--- src/rtl/uart_rx_sampler.sv ---
// uart_rx_sampler: 8N1 UART receiver with mid-bit sampling.
// rx_serial is synchronized (2 FFs) plus one edge register. A high-to-low
// transition of the synchronized line starts a frame. Each bit is sampled at
// its centre: half a bit after the start edge, then every full bit period.
// A good stop bit latches the byte and pulses data_valid for one cycle.
// A low stop bit pulses framing_error instead and leaves out_data untouched.
module uart_rx_sampler #(
  parameter int baudrate       = 115_200,
  parameter int base_clk       = 50_000_000,
  parameter int clocks_per_bit = base_clk / baudrate,
  parameter int half_bit       = clocks_per_bit / 2
) (
  input  logic       clk,
  input  logic       rst,
  input  logic       rx_serial,
  output logic [7:0] out_data,
  output logic       data_valid,
  output logic       framing_error,
  output logic       busy
);

  typedef enum logic [1:0] {IDLE, START, DATA, STOP} state_e;

  // The counter runs from 0 and is compared against "last count" values.
  // One bit therefore takes exactly clocks_per_bit cycles.
  localparam logic [31:0] BIT_LAST  = 32'(clocks_per_bit - 1);
  localparam logic [31:0] HALF_LAST = 32'(half_bit - 1);

  state_e      state_q, state_d;
  logic        sync1_q, sync2_q, prev_q;
  logic [31:0] cnt_q, cnt_d;
  logic [2:0]  bit_idx_q, bit_idx_d;
  logic [7:0]  shift_q, shift_d;
  logic [7:0]  out_data_q, out_data_d;
  logic        valid_q, valid_d;
  logic        ferr_q, ferr_d;
  logic        start_edge;

  // Metastability guard plus previous-sample copy; the idle line level is high.
  always_ff @(posedge clk) begin
    if (rst) begin
      sync1_q <= 1'b1;
      sync2_q <= 1'b1;
      prev_q  <= 1'b1;
    end else begin
      sync1_q <= rx_serial;
      sync2_q <= sync1_q;
      prev_q  <= sync2_q;
    end
  end

  // Only a real falling transition starts a frame. A line held low does not.
  assign start_edge = prev_q & ~sync2_q;

  // State and datapath registers.
  always_ff @(posedge clk) begin
    if (rst) begin
      state_q    <= IDLE;
      cnt_q      <= '0;
      bit_idx_q  <= '0;
      shift_q    <= '0;
      out_data_q <= '0;
      valid_q    <= 1'b0;
      ferr_q     <= 1'b0;
    end else begin
      state_q    <= state_d;
      cnt_q      <= cnt_d;
      bit_idx_q  <= bit_idx_d;
      shift_q    <= shift_d;
      out_data_q <= out_data_d;
      valid_q    <= valid_d;
      ferr_q     <= ferr_d;
    end
  end

  // Next-state logic: bit timing, mid-bit sampling and frame check.
  always_comb begin
    state_d    = state_q;
    cnt_d      = cnt_q;
    bit_idx_d  = bit_idx_q;
    shift_d    = shift_q;
    out_data_d = out_data_q;
    valid_d    = 1'b0;
    ferr_d     = 1'b0;
    unique case (state_q)
      IDLE: begin
        cnt_d     = '0;
        bit_idx_d = '0;
        if (start_edge) state_d = START;
      end
      START: begin
        if (cnt_q == HALF_LAST) begin
          cnt_d = '0;
          // If the line is high again at mid start bit, the edge was a glitch.
          state_d = sync2_q ? IDLE : DATA;
        end else begin
          cnt_d = cnt_q + 32'd1;
        end
      end
      DATA: begin
        if (cnt_q == BIT_LAST) begin
          cnt_d              = '0;
          shift_d[bit_idx_q] = sync2_q;
          // Leave bit_idx at 7 rather than letting it wrap to 0.
          if (bit_idx_q == 3'd7) state_d = STOP;
          else                   bit_idx_d = bit_idx_q + 3'd1;
        end else begin
          cnt_d = cnt_q + 32'd1;
        end
      end
      STOP: begin
        if (cnt_q == BIT_LAST) begin
          cnt_d   = '0;
          state_d = IDLE;
          if (sync2_q) begin
            out_data_d = shift_q;
            valid_d    = 1'b1;
          end else begin
            ferr_d = 1'b1;
          end
        end else begin
          cnt_d = cnt_q + 32'd1;
        end
      end
      default: state_d = IDLE;
    endcase
  end

  assign out_data      = out_data_q;
  assign data_valid    = valid_q;
  assign framing_error = ferr_q;
  assign busy          = (state_q != IDLE);

endmodule

--- config.mk ---
export PLATFORM = sky130hd
export DESIGN_NAME = uart_rx_sampler
export DESIGN_NICKNAME = d
export VERILOG_FILES = /design/src/rtl/uart_rx_sampler.sv
export SDC_FILE = /design/constraint.sdc
export NUM_CORES = 1
export LEC_CHECK = 0
export BUFFER_PORTS_ARGS = -buffer_cell sky130_fd_sc_hd__buf_2
export CAP_MARGIN = 20
export CORE_ASPECT_RATIO = 0.8
export CORE_UTILIZATION = 45
export DETAILED_ROUTE_END_ITERATION = 6
export GPL_ROUTABILITY_DRIVEN = 0
export PLACE_DENSITY = 0.6
export SYNTH_ARGS = -nofsm -noshare
export SYNTH_HDL_FRONTEND = slang
export SYNTH_SLANG_ARGS = --single-unit
--- constraint.sdc ---
create_clock -name clk -period 2.05 [get_ports clk]
set_input_delay 0.1025 -clock clk [delete_from_list [all_inputs] [get_ports clk]]
set_output_delay 0.1025 -clock clk [all_outputs]
set_load 0.01 [all_outputs]
# --- After elaboration in Yosys (flattened, before gate mapping) ---
# Cells that the tools add are included.
word_totals:
  register_bits: 58
  output_inout_bits: 11
  elab_cells: 58
classes:
  addsub: 2
  magnitude_cmp: 2
  n_eq_ne: 12
  mux: 18
  bitwise_logic: 4
  n_reduce_logical: 10
ops:
  columns: ["cell", "count"]
  rows:
  - ["$pmux 32 s3", 1]
  - ["$mux 32", 2]
  - ["$add 32x1->32 const B", 1]
  - ["$eq 32x8->1 const B", 1]
  - ["$eq 32x9->1 const B", 1]
  - ["$mux 2", 6]
  - ["$ne 2x2->1 const B", 6]
  - ["$bwmux 8", 1]
  - ["$pmux 2 s4", 1]
  - ["$mux 3", 2]
  - ["$pmux 3 s2", 1]
  - ["$reduce_and 3->1", 2]
  - ["$reduce_and 5->1", 1]
  - ["$eq 2x2->1 const B", 2]
  - ["$lt 3x4->1 const B", 1]
  - ["$reduce_bool 2->1", 2]
  - ["$add 3x1->3 const B", 1]
  - ["$demux 1 s3", 1]
  - ["$eq 3x3->1 const B", 1]
  - ["$ge 3x1->1 const B", 1]
  - ["$mux 1", 3]
  - ["$not 1->1", 3]
  - ["$reduce_or 3->1", 1]
  - ["$eq 2x1->1 const B", 1]
  - ["5 further kinds", 5]

# --- Depth between registers and ports, before layout ---
# Gate-level depths: netlist of run 1.
logic_depth:
  ltp_word: 5
  ltp_mapped: 8
  depth_no_buf: 7

# --- Least setup slack after synthesis of run 1 ---
# OpenSTA, ideal clock, no wires.
synth_timing:
  path_type: "register to register"
  from: "reg cnt_q[0]"
  to: "reg bit_idx_q[1]"
  t_arrival_ps: 1739
  t_required_ps: 1918
  slack_ps: 179
  stages_incl_launch_ff: 7
  n_path_buf: 0
  synth_period_minus_slack_ps: 1871
  cell_sequence: "dfxtp_1 -> ha_1 -> nand4b_2 -> or3_1 -> or4_1 -> nand3_1 -> a21oi_1"
synth_via:
  elab_chain_len: 3
synth_rtl:
  columns: ["element", "line", "rtl"]
  rows:
  - ["start: declaration", "31", "logic [31:0] cnt_q, cnt_d;"]
  - ["start signal: assignment", "67", "cnt_q <= cnt_d;"]
  - ["$eq 32x9->1", "101", "if (cnt_q == BIT_LAST) begin"]
  - ["$ne 2x2->1 (no source line)", null, null]
  - ["$reduce_and 3->1 (no source line)", null, null]
  - ["end signal: assignment", "68", "bit_idx_q <= bit_idx_d;"]
  - ["end: declaration", "32", "logic [2:0] bit_idx_q, bit_idx_d;"]
# Every way passes these cells.
# A chain may end at the register's enable or synchronous reset.

# --- Final worst setup path of run 1 ---
layout_timing:
  from: "reg cnt_q[1]"
  to: "reg bit_idx_q[0]"
# The elaborated chain is that of the path after synthesis.

==> results of run 1 <==
[through the flow]
stage	hold WS, ns	std cells	setup slack [ns]	cell area [um2]
after CTS	0.1197	399	0.05865	3110
after detailed placement	0.3001	382	0.08111	2929
after global placement	0.3017	382	0.1115	2929
final	0.1329	400	0.1297	3146
after global routing	0.1334	400	0.01416	3146
after floorplan	0.2063	285	0.1788	2681
[path summary, 6_finish.rpt]
check,end,startpoint,cells after the start
max,bit_idx_q[0],cnt_q[1],7
max reg2reg,bit_idx_q[0],cnt_q[1],7
min reg2reg,sync2_q,sync1_q,1
min,out_data[3],rst,2
[routing by layer]
layer | vias up | GRT usage, %
met1 | 949 | 25.71
met3 | 6 | 7.351
li1 | 1051 | -
met2 | 33 | 25.04
met5 | - | 0
met4 | 0 | 8.602
[state kept, by name, summed over array words and instances, names as in the netlist, named ones only]
name and flops:
data_valid 1, prev_q 1, shift_q 8, sync2_q 1
bit_idx_q 3, framing_error 1, out_data 8, state_q 1
sync1_q 1, cnt_q 32
[power groups by stage]
stage	clock, uW	sequential [uW]	combinational [uW]
2_1_floorplan	0	1160	30.8
3_3_place_gp	0	1160	39.4
3_5_place_dp	0	1160	40.1
4_1_cts	950	1130	41.6
5_1_grt	998	1130	46.5
6_report	917	1140	41.1
[cells in the mapped netlist, drive strengths merged]
cell	count
dfxtp	58
nor2	48
xor2	24
nand3	23
nand2	22
mux2i	16
nand4	13
nor4	12
inv	7
buf	6
clkbuf	6
xnor2	6
and3	5
ha	5
or2	5
and4	4
nand4b	4
a21oi	3
nand3b	3
or3	3
a211o	1
a31o	1
a31oi	1
and2	1
and4b	1
nand2b	1
nor2b	1
nor3	1
nor4b	1
o31ai	1
or3b	1
or4	1
[cells in the final DEF, fill, tap and decap left out, types with 10 or more instances in the layout]
| cell type | count |
|---|---|
| sky130_fd_sc_hd__nand4_1 | 12 |
| sky130_fd_sc_hd__nand2_1 | 21 |
| sky130_fd_sc_hd__nand3_1 | 23 |
| sky130_fd_sc_hd__xor2_1 | 24 |
| sky130_fd_sc_hd__mux2i_1 | 16 |
| sky130_fd_sc_hd__nor2_1 | 48 |
| sky130_fd_sc_hd__dfxtp_1 | 57 |
| sky130_fd_sc_hd__clkbuf_8 | 10 |
| sky130_fd_sc_hd__buf_4 | 17 |
| sky130_fd_sc_hd__buf_2 | 13 |
[cells by family (layout without fill, tap and decap cells)]
group,after synthesis,count (layout),synth area share (%)
AOI/OAI and AO/OA,7,7,1.727
xor gates and xnor gates,30,30,9.799
adders and majority gates,5,5,2.333
buffers and inverters,19,56,3.546
DFF,58,58,43.30
muxes,16,16,5.973
and+or+nand+nor,150,150,33.32
[area by class of cell]
type / instances / share of cell area, %
clock buffer: 11 / 4.495
clock inverter: 5 / 0.9547
inverter: 7 / 0.8353
multi-input combinational: 208 / 46.22
sequential: 58 / 36.95
tap: 78 / 3.103
timing repair buffer: 33 / 7.438
[timing repair]
action,CTS,global route
buffers inserted,0,0
setup endpoints to repair,0,18
resized for setup,0,8
hold endpoints to repair,1,0
hold buffers,1,0
==> run summary, run 1 <==
- outcome: finished, final reports clean
- static leakage power: 0.001229 uW
- count of buffers inserted at the top-level ports: 13
- Placement Rows: 24
- cell type with the highest aggregate area in the netlist: sky130_fd_sc_hd__dfxtp_1
- Routed wire per std cell: 12.89 um
- power density relative to cell area: 665.6 nW/um2
- layout net count: 325
- Worst Setup Path Type: flip-flop to flip-flop
- worst-case vdd ir drop: 394.7 uV
- Worst setup SP type: flip-flop
- required time of the critical path: 2.28 ns
- final max-slew violation count: 0
- average instance area after synthesis: 9.408 um2
- count of antenna diodes in the layout: 0
- portion of synthesized cell area occupied by the leading cell type: 43.30%
- Placeable Area: 5585 um2
- biggest cell delay along the critical path: 0.52 ns
- min-delay worst type: input port to flip-flop
- CP Cell Sequence: inv_1 -> ha_1 -> nand4b_2 -> or3_4 -> or4_1 -> nand3_1 -> a21oi_1
- cell area after synthesis: 2681 um2
- relative slew slack: 77.03%
- half-perimeter wire length of the detailed placement result: 3422 um
- kind of cell with the highest combined delay on the critical path: simple AND/OR/NAND/NOR gates
- # clock sinks: 58
- total chip power: 2094 uW
- Critical Path End Type: flip-flop
- Distinct cells, synth: 37
- portion of total power attributed to combinational logic: 2.0%
- sequential share of power: 54.2%
- achievable frequency: 0.5208 GHz
- First DRT Iteration DRCs: 103
- max-capacitance violation count: 0
- number of standard cells after synthesis: 285
- clk_lat worst skew: 0.35 ns
- overflow left after global routing: 0
- die outline width: 88.30 um
- multi-input gate area in the final layout: 1454 um2
- unrepaired setup endpoints after global routing: false
- register-to-register setup slack: 0.13 ns
- Reg clk slew, reported paths: 0.07 ns
- Inserted Clock Buffers: 9
- post-route setup TNS: 0 ns
- clock tree from TritonCTS: done
- crit path max fanout: 4
- Post-Route Skew: 0.005396 ns
- number of iterations in the first detailed-routing pass: 4
- number of routed nets with antenna violations: 0
- synth-to-layout area growth: 17.31%
- share of total power consumed by net switching: 23.13%
- Synth Register Bits: 58
- total internal power: 1610 uW
- clk root buf: sky130_fd_sc_hd__clkbuf_8
- relative contribution of the clock network to total power: 43.8%
- WL met3: 218 um
- full die area: 6273 um2
- final worst path period share: 93.67%
- Critical Path AT: 2.15 ns
- detail-routed via count per cell: 5.098
- wire length of the first global-routing pass: 8666 um
- final core utilization: 56.32%
- IO Pins: 14
- vias post-DR: 2039
- slew at the pin with the worst max-slew slack: 0.3432 ns
- deepest level of the CTS H-tree: 3
- layout filler cell count: 523
- final setup violation count: 0
- worst-path cell with the longest stage delay: sky130_fd_sc_hd__or4_1
- routed wl met2: 2071 um
- hold violation count in the final report: 0
- total detailed-routing wirelength: 5155 um
- largest net degree at the start of global routing: 33
- Register Area: 1162 um2
- height of the die: 71.04 um
- net count of the mapped netlist: 293
- Switch Pwr: 484.2 uW
- fraction of final layout cells sized beyond drive strength 1: 20.81%
- Seq/Total Area, Yosys: 43.30%
- number of buffers on the longest clock path: 2
- shortest clock period the worst path allows after layout: 1.920 ns
- combined global-route utilization of all metal layers: 18.56%
- number of buffers and inverters on the critical path: 1
- warnings from Yosys: 0
- vias in the first global route: 1862
- remaining design rule violation count: 0
- top sig layer: met4
- leading post-synthesis cells by cell area: sky130_fd_sc_hd__dfxtp_1 43%, sky130_fd_sc_hd__xor2_1 7.8%, sky130_fd_sc_hd__nor2_1 6.7%
- initial cell density of the core: 48.01%
- length of routed wiring on met1: 2804 um
- initial antenna violation count: 0
Note: power is estimated with default switching activity, not from simulation.
==> run 2, diff against run 1 <==
--- a/config.mk
+++ b/config.mk
@@ -11,7 +11,7 @@
 export CORE_UTILIZATION = 45
 export DETAILED_ROUTE_END_ITERATION = 6
 export GPL_ROUTABILITY_DRIVEN = 0
-export PLACE_DENSITY = 0.6
+export PLACE_DENSITY_LB_ADDON = 0.08
 export SYNTH_ARGS = -nofsm -noshare
 export SYNTH_HDL_FRONTEND = slang
 export SYNTH_SLANG_ARGS = --single-unit
==> run 2 against run 1 <==
Sequential cell count stayed put; clock skew is 0.0020 ns higher; core utilization is 1.0 points higher; critical path depth is 1 lower; final area is 1.8% higher; clock power is 25% higher; register-to-register slack worse by 0.04 ns; final cell count stayed put; hold slack better by 0.0053 ns; wire length is 0.64% higher; combinational power hardly changed; critical path type unchanged.
==> run summary, run 2 (synthesis gave the netlist of run 1 again) <==
- clk root buf: sky130_fd_sc_hd__clkbuf_8
- count of antenna diodes in the layout: 0, unchanged
- WHS Path Cells: 2, unchanged
- multi-input gate area in the final layout: 1464 um2, +0.69%
- height of the die: 71.04 um, unchanged
- Switch Pwr: 467.6 uW, -3.4%
- initial antenna violation count: 0, unchanged
- deepest level of the CTS H-tree: 3, unchanged
- layout net count: 325, unchanged
- vias post-DR: 2035, -0.20%
- worst-case vdd ir drop: 363.9 uV, -7.8%
- fraction of final layout cells sized beyond drive strength 1: 21.12%, +0.31 points
- portion of total power attributed to combinational logic: 1.8%, -0.2 points
- number of iterations in the first detailed-routing pass: 5, +1
- total chip power: 2326 uW, +11%
- power density relative to cell area: 726.6 nW/um2, +9.2%
- final critical-path setup slack: 0.09198 ns, -0.03776 ns
- outcome: finished, final reports clean
- detail-routed via count per cell: 5.088, -0.20%
- commonest cells after routing, fill and taps aside: 58 x sky130_fd_sc_hd__dfxtp_1, 48 x sky130_fd_sc_hd__nor2_1, 24 x sky130_fd_sc_hd__xor2_1
- Register Area: 1161 um2, -0.11%
- unrepaired setup endpoints after global routing: true
- layout filler cell count: 526, +0.57%
- half-perimeter wire length of the detailed placement result: 3498 um, +2.2%
- largest net degree at the start of global routing: 33, unchanged
- relative slew slack: 76.21%, -0.82 points
- Inserted Clock Buffers: 9, unchanged
- Critical Path End Type: flip-flop
- Worst Setup Path Type: flip-flop to flip-flop
- biggest cell delay along the critical path: 0.36 ns, -0.16 ns
- CP Cell Sequence: nor4_4 -> nand4_4 -> nor4_4 -> buf_4 -> and4_1 -> mux2i_1
- max-capacitance violation count: 0, unchanged
- final worst path period share: 95.51%, +1.8 points
- synth-to-layout area growth: 19.41%
- number of buffers on the longest clock path: 2, unchanged
- wire length of the first global-routing pass: 8845 um, +2.1%
- achievable frequency: 0.5107 GHz, -1.9%
- static leakage power: 0.001256 uW, +2.2%
- clk_lat worst skew: 0.34 ns, about the same
- Post-Route Skew: 0.007431 ns, +0.002035 ns
- Placement Rows: 24, unchanged
- die outline width: 88.30 um, unchanged
- final setup violation count: 0, unchanged
- number of routed nets with antenna violations: 0, unchanged
- final design area excluding fillers: 3202 um2, +1.8%
- Placeable Area: 5585 um2, unchanged
- number of cells on the worst reg-to-reg path: 6, -1
- relative contribution of the clock network to total power: 49.4%, +5.6 points
- total internal power: 1859 uW, +15%
- Reg clk slew, reported paths: 0.07 ns, about the same
- min-delay worst type: input port to flip-flop
- sequential share of power: 48.8%, -5.4 points
- slew at the pin with the worst max-slew slack: 0.3564 ns, +0.01323 ns
- worst-path cell with the longest stage delay: sky130_fd_sc_hd__dfxtp_1
- total detailed-routing wirelength: 5188 um, +0.64%
- vias in the first global route: 1858, -0.21%
- max reg flops: 32, unchanged
- initial cell density of the core: 48.01%, unchanged
- Routed wire per std cell: 12.97 um, +0.64%
- Most flops, register: cnt_q
- overflow left after global routing: 0, unchanged
- Placement Cell Area: 2929 um2, unchanged
- First DRT Iteration DRCs: 108, +4.9%
- final max-slew violation count: 0, unchanged
- most common cell after layout, fill and taps aside: sky130_fd_sc_hd__dfxtp_1
- hold violation count in the final report: 0, unchanged
- count of buffers inserted at the top-level ports: 13, unchanged
- # clock sinks: 58, unchanged
- IO Pins: 14, unchanged
- setup repair bufs after CTS: 0, unchanged
- Critical Path AT: 2.22 ns, +0.07 ns
- full die area: 6273 um2, unchanged
- remaining design rule violation count: 0, unchanged
- Placement Setup Slack: 0.05707 ns, -0.02404 ns
- clock tree from TritonCTS: done
- Worst setup SP type: flip-flop
- share of total power consumed by net switching: 20.10%, -3.0 points
- required time of the critical path: 2.31 ns, +0.03 ns
- combined global-route utilization of all metal layers: 18.69%, +0.13 points
- crit path max fanout: 8, +4
- shortest clock period the worst path allows after layout: 1.958 ns, +0.03776 ns
- most frequent cell on the critical path: sky130_fd_sc_hd__nor4_4
[run 2: cell count changes in the layout (fill, tap and decap cells not counted), sizes merged]
cell | previous run | this run
clkinv | 3 | 2
clkinvlp | 2 | 1
bufinv | 0 | 2
[run 2: final cells by class]
class	count	share of cell area, %
Clock buffer	11	4.416
Multi-Input combinational cell	208	45.72
Timing Repair Buffer	33	7.308
Tap cell	78	3.048
Sequential cell	58	36.26
Inverter	7	0.8206
Clock inverter	5	2.423
[run 2: stage by stage]
stage                TNS, ns  std cells  utilization [%]  hold WS [ns]
CTS                        0        399            56.54        0.1307
finish                     0        400            57.33        0.1382
floorplan                  0        285                -        0.2063
detailed placement         0        382            52.44        0.2946
global route        -0.03950        400            57.33        0.1487
global placement           0        382            52.44        0.2893
[run 2: repair_timing]
| item | CTS | global route |
|---|---|---|
| gates resized for setup | 0 | 11 |
| setup endpoints to repair | 0 | 17 |
| hold buffers | 1 | 0 |
| hold endpoints to repair | 1 | 0 |
[run 2: power by group through the flow]
stage | logic, uW | clock network (uW) | registers, uW
after floorplan | 30.8 | 0 | 1160
after global placement | 39.6 | 0 | 1160
after detailed placement | 40.1 | 0 | 1160
after CTS | 41.6 | 1190 | 1130
after global routing | 46.0 | 1230 | 1140
final | 41.2 | 1150 | 1140
[run 2: path summary, 6_finish.rpt]
| path | from | to | slack (ns) |
|---|---|---|---|
| max | cnt_q[21] | shift_q[6] | 0.09 |
| min | rst | out_data[1] | 0.14 |
| max reg2reg | cnt_q[21] | shift_q[6] | 0.09 |
| min reg2reg | sync1_q | sync2_q | 0.41 |
[run 2: worst max-delay path: cells and delay by family, from the launching register on]
| kind | cells | cell delay, ns |
|---|---|---|
| simple gates | 4 | 1.13 |
| mux | 1 | 0.17 |
| flops | 1 | 0.36 |
| buf+inv | 1 | 0.21 |
[run 2: metal layers]
| layer | vias up | wire (um) | track usage [%] |
|---|---|---|---|
| met3 | 9 | 171 | 5.834 |
| met5 | - | 0 | 0 |
| li1 | 1049 | - | - |
| met2 | 32 | 2025 | 24.96 |
| met1 | 945 | 2919 | 26.82 |
| met4 | 0 | 72 | 9.319 |
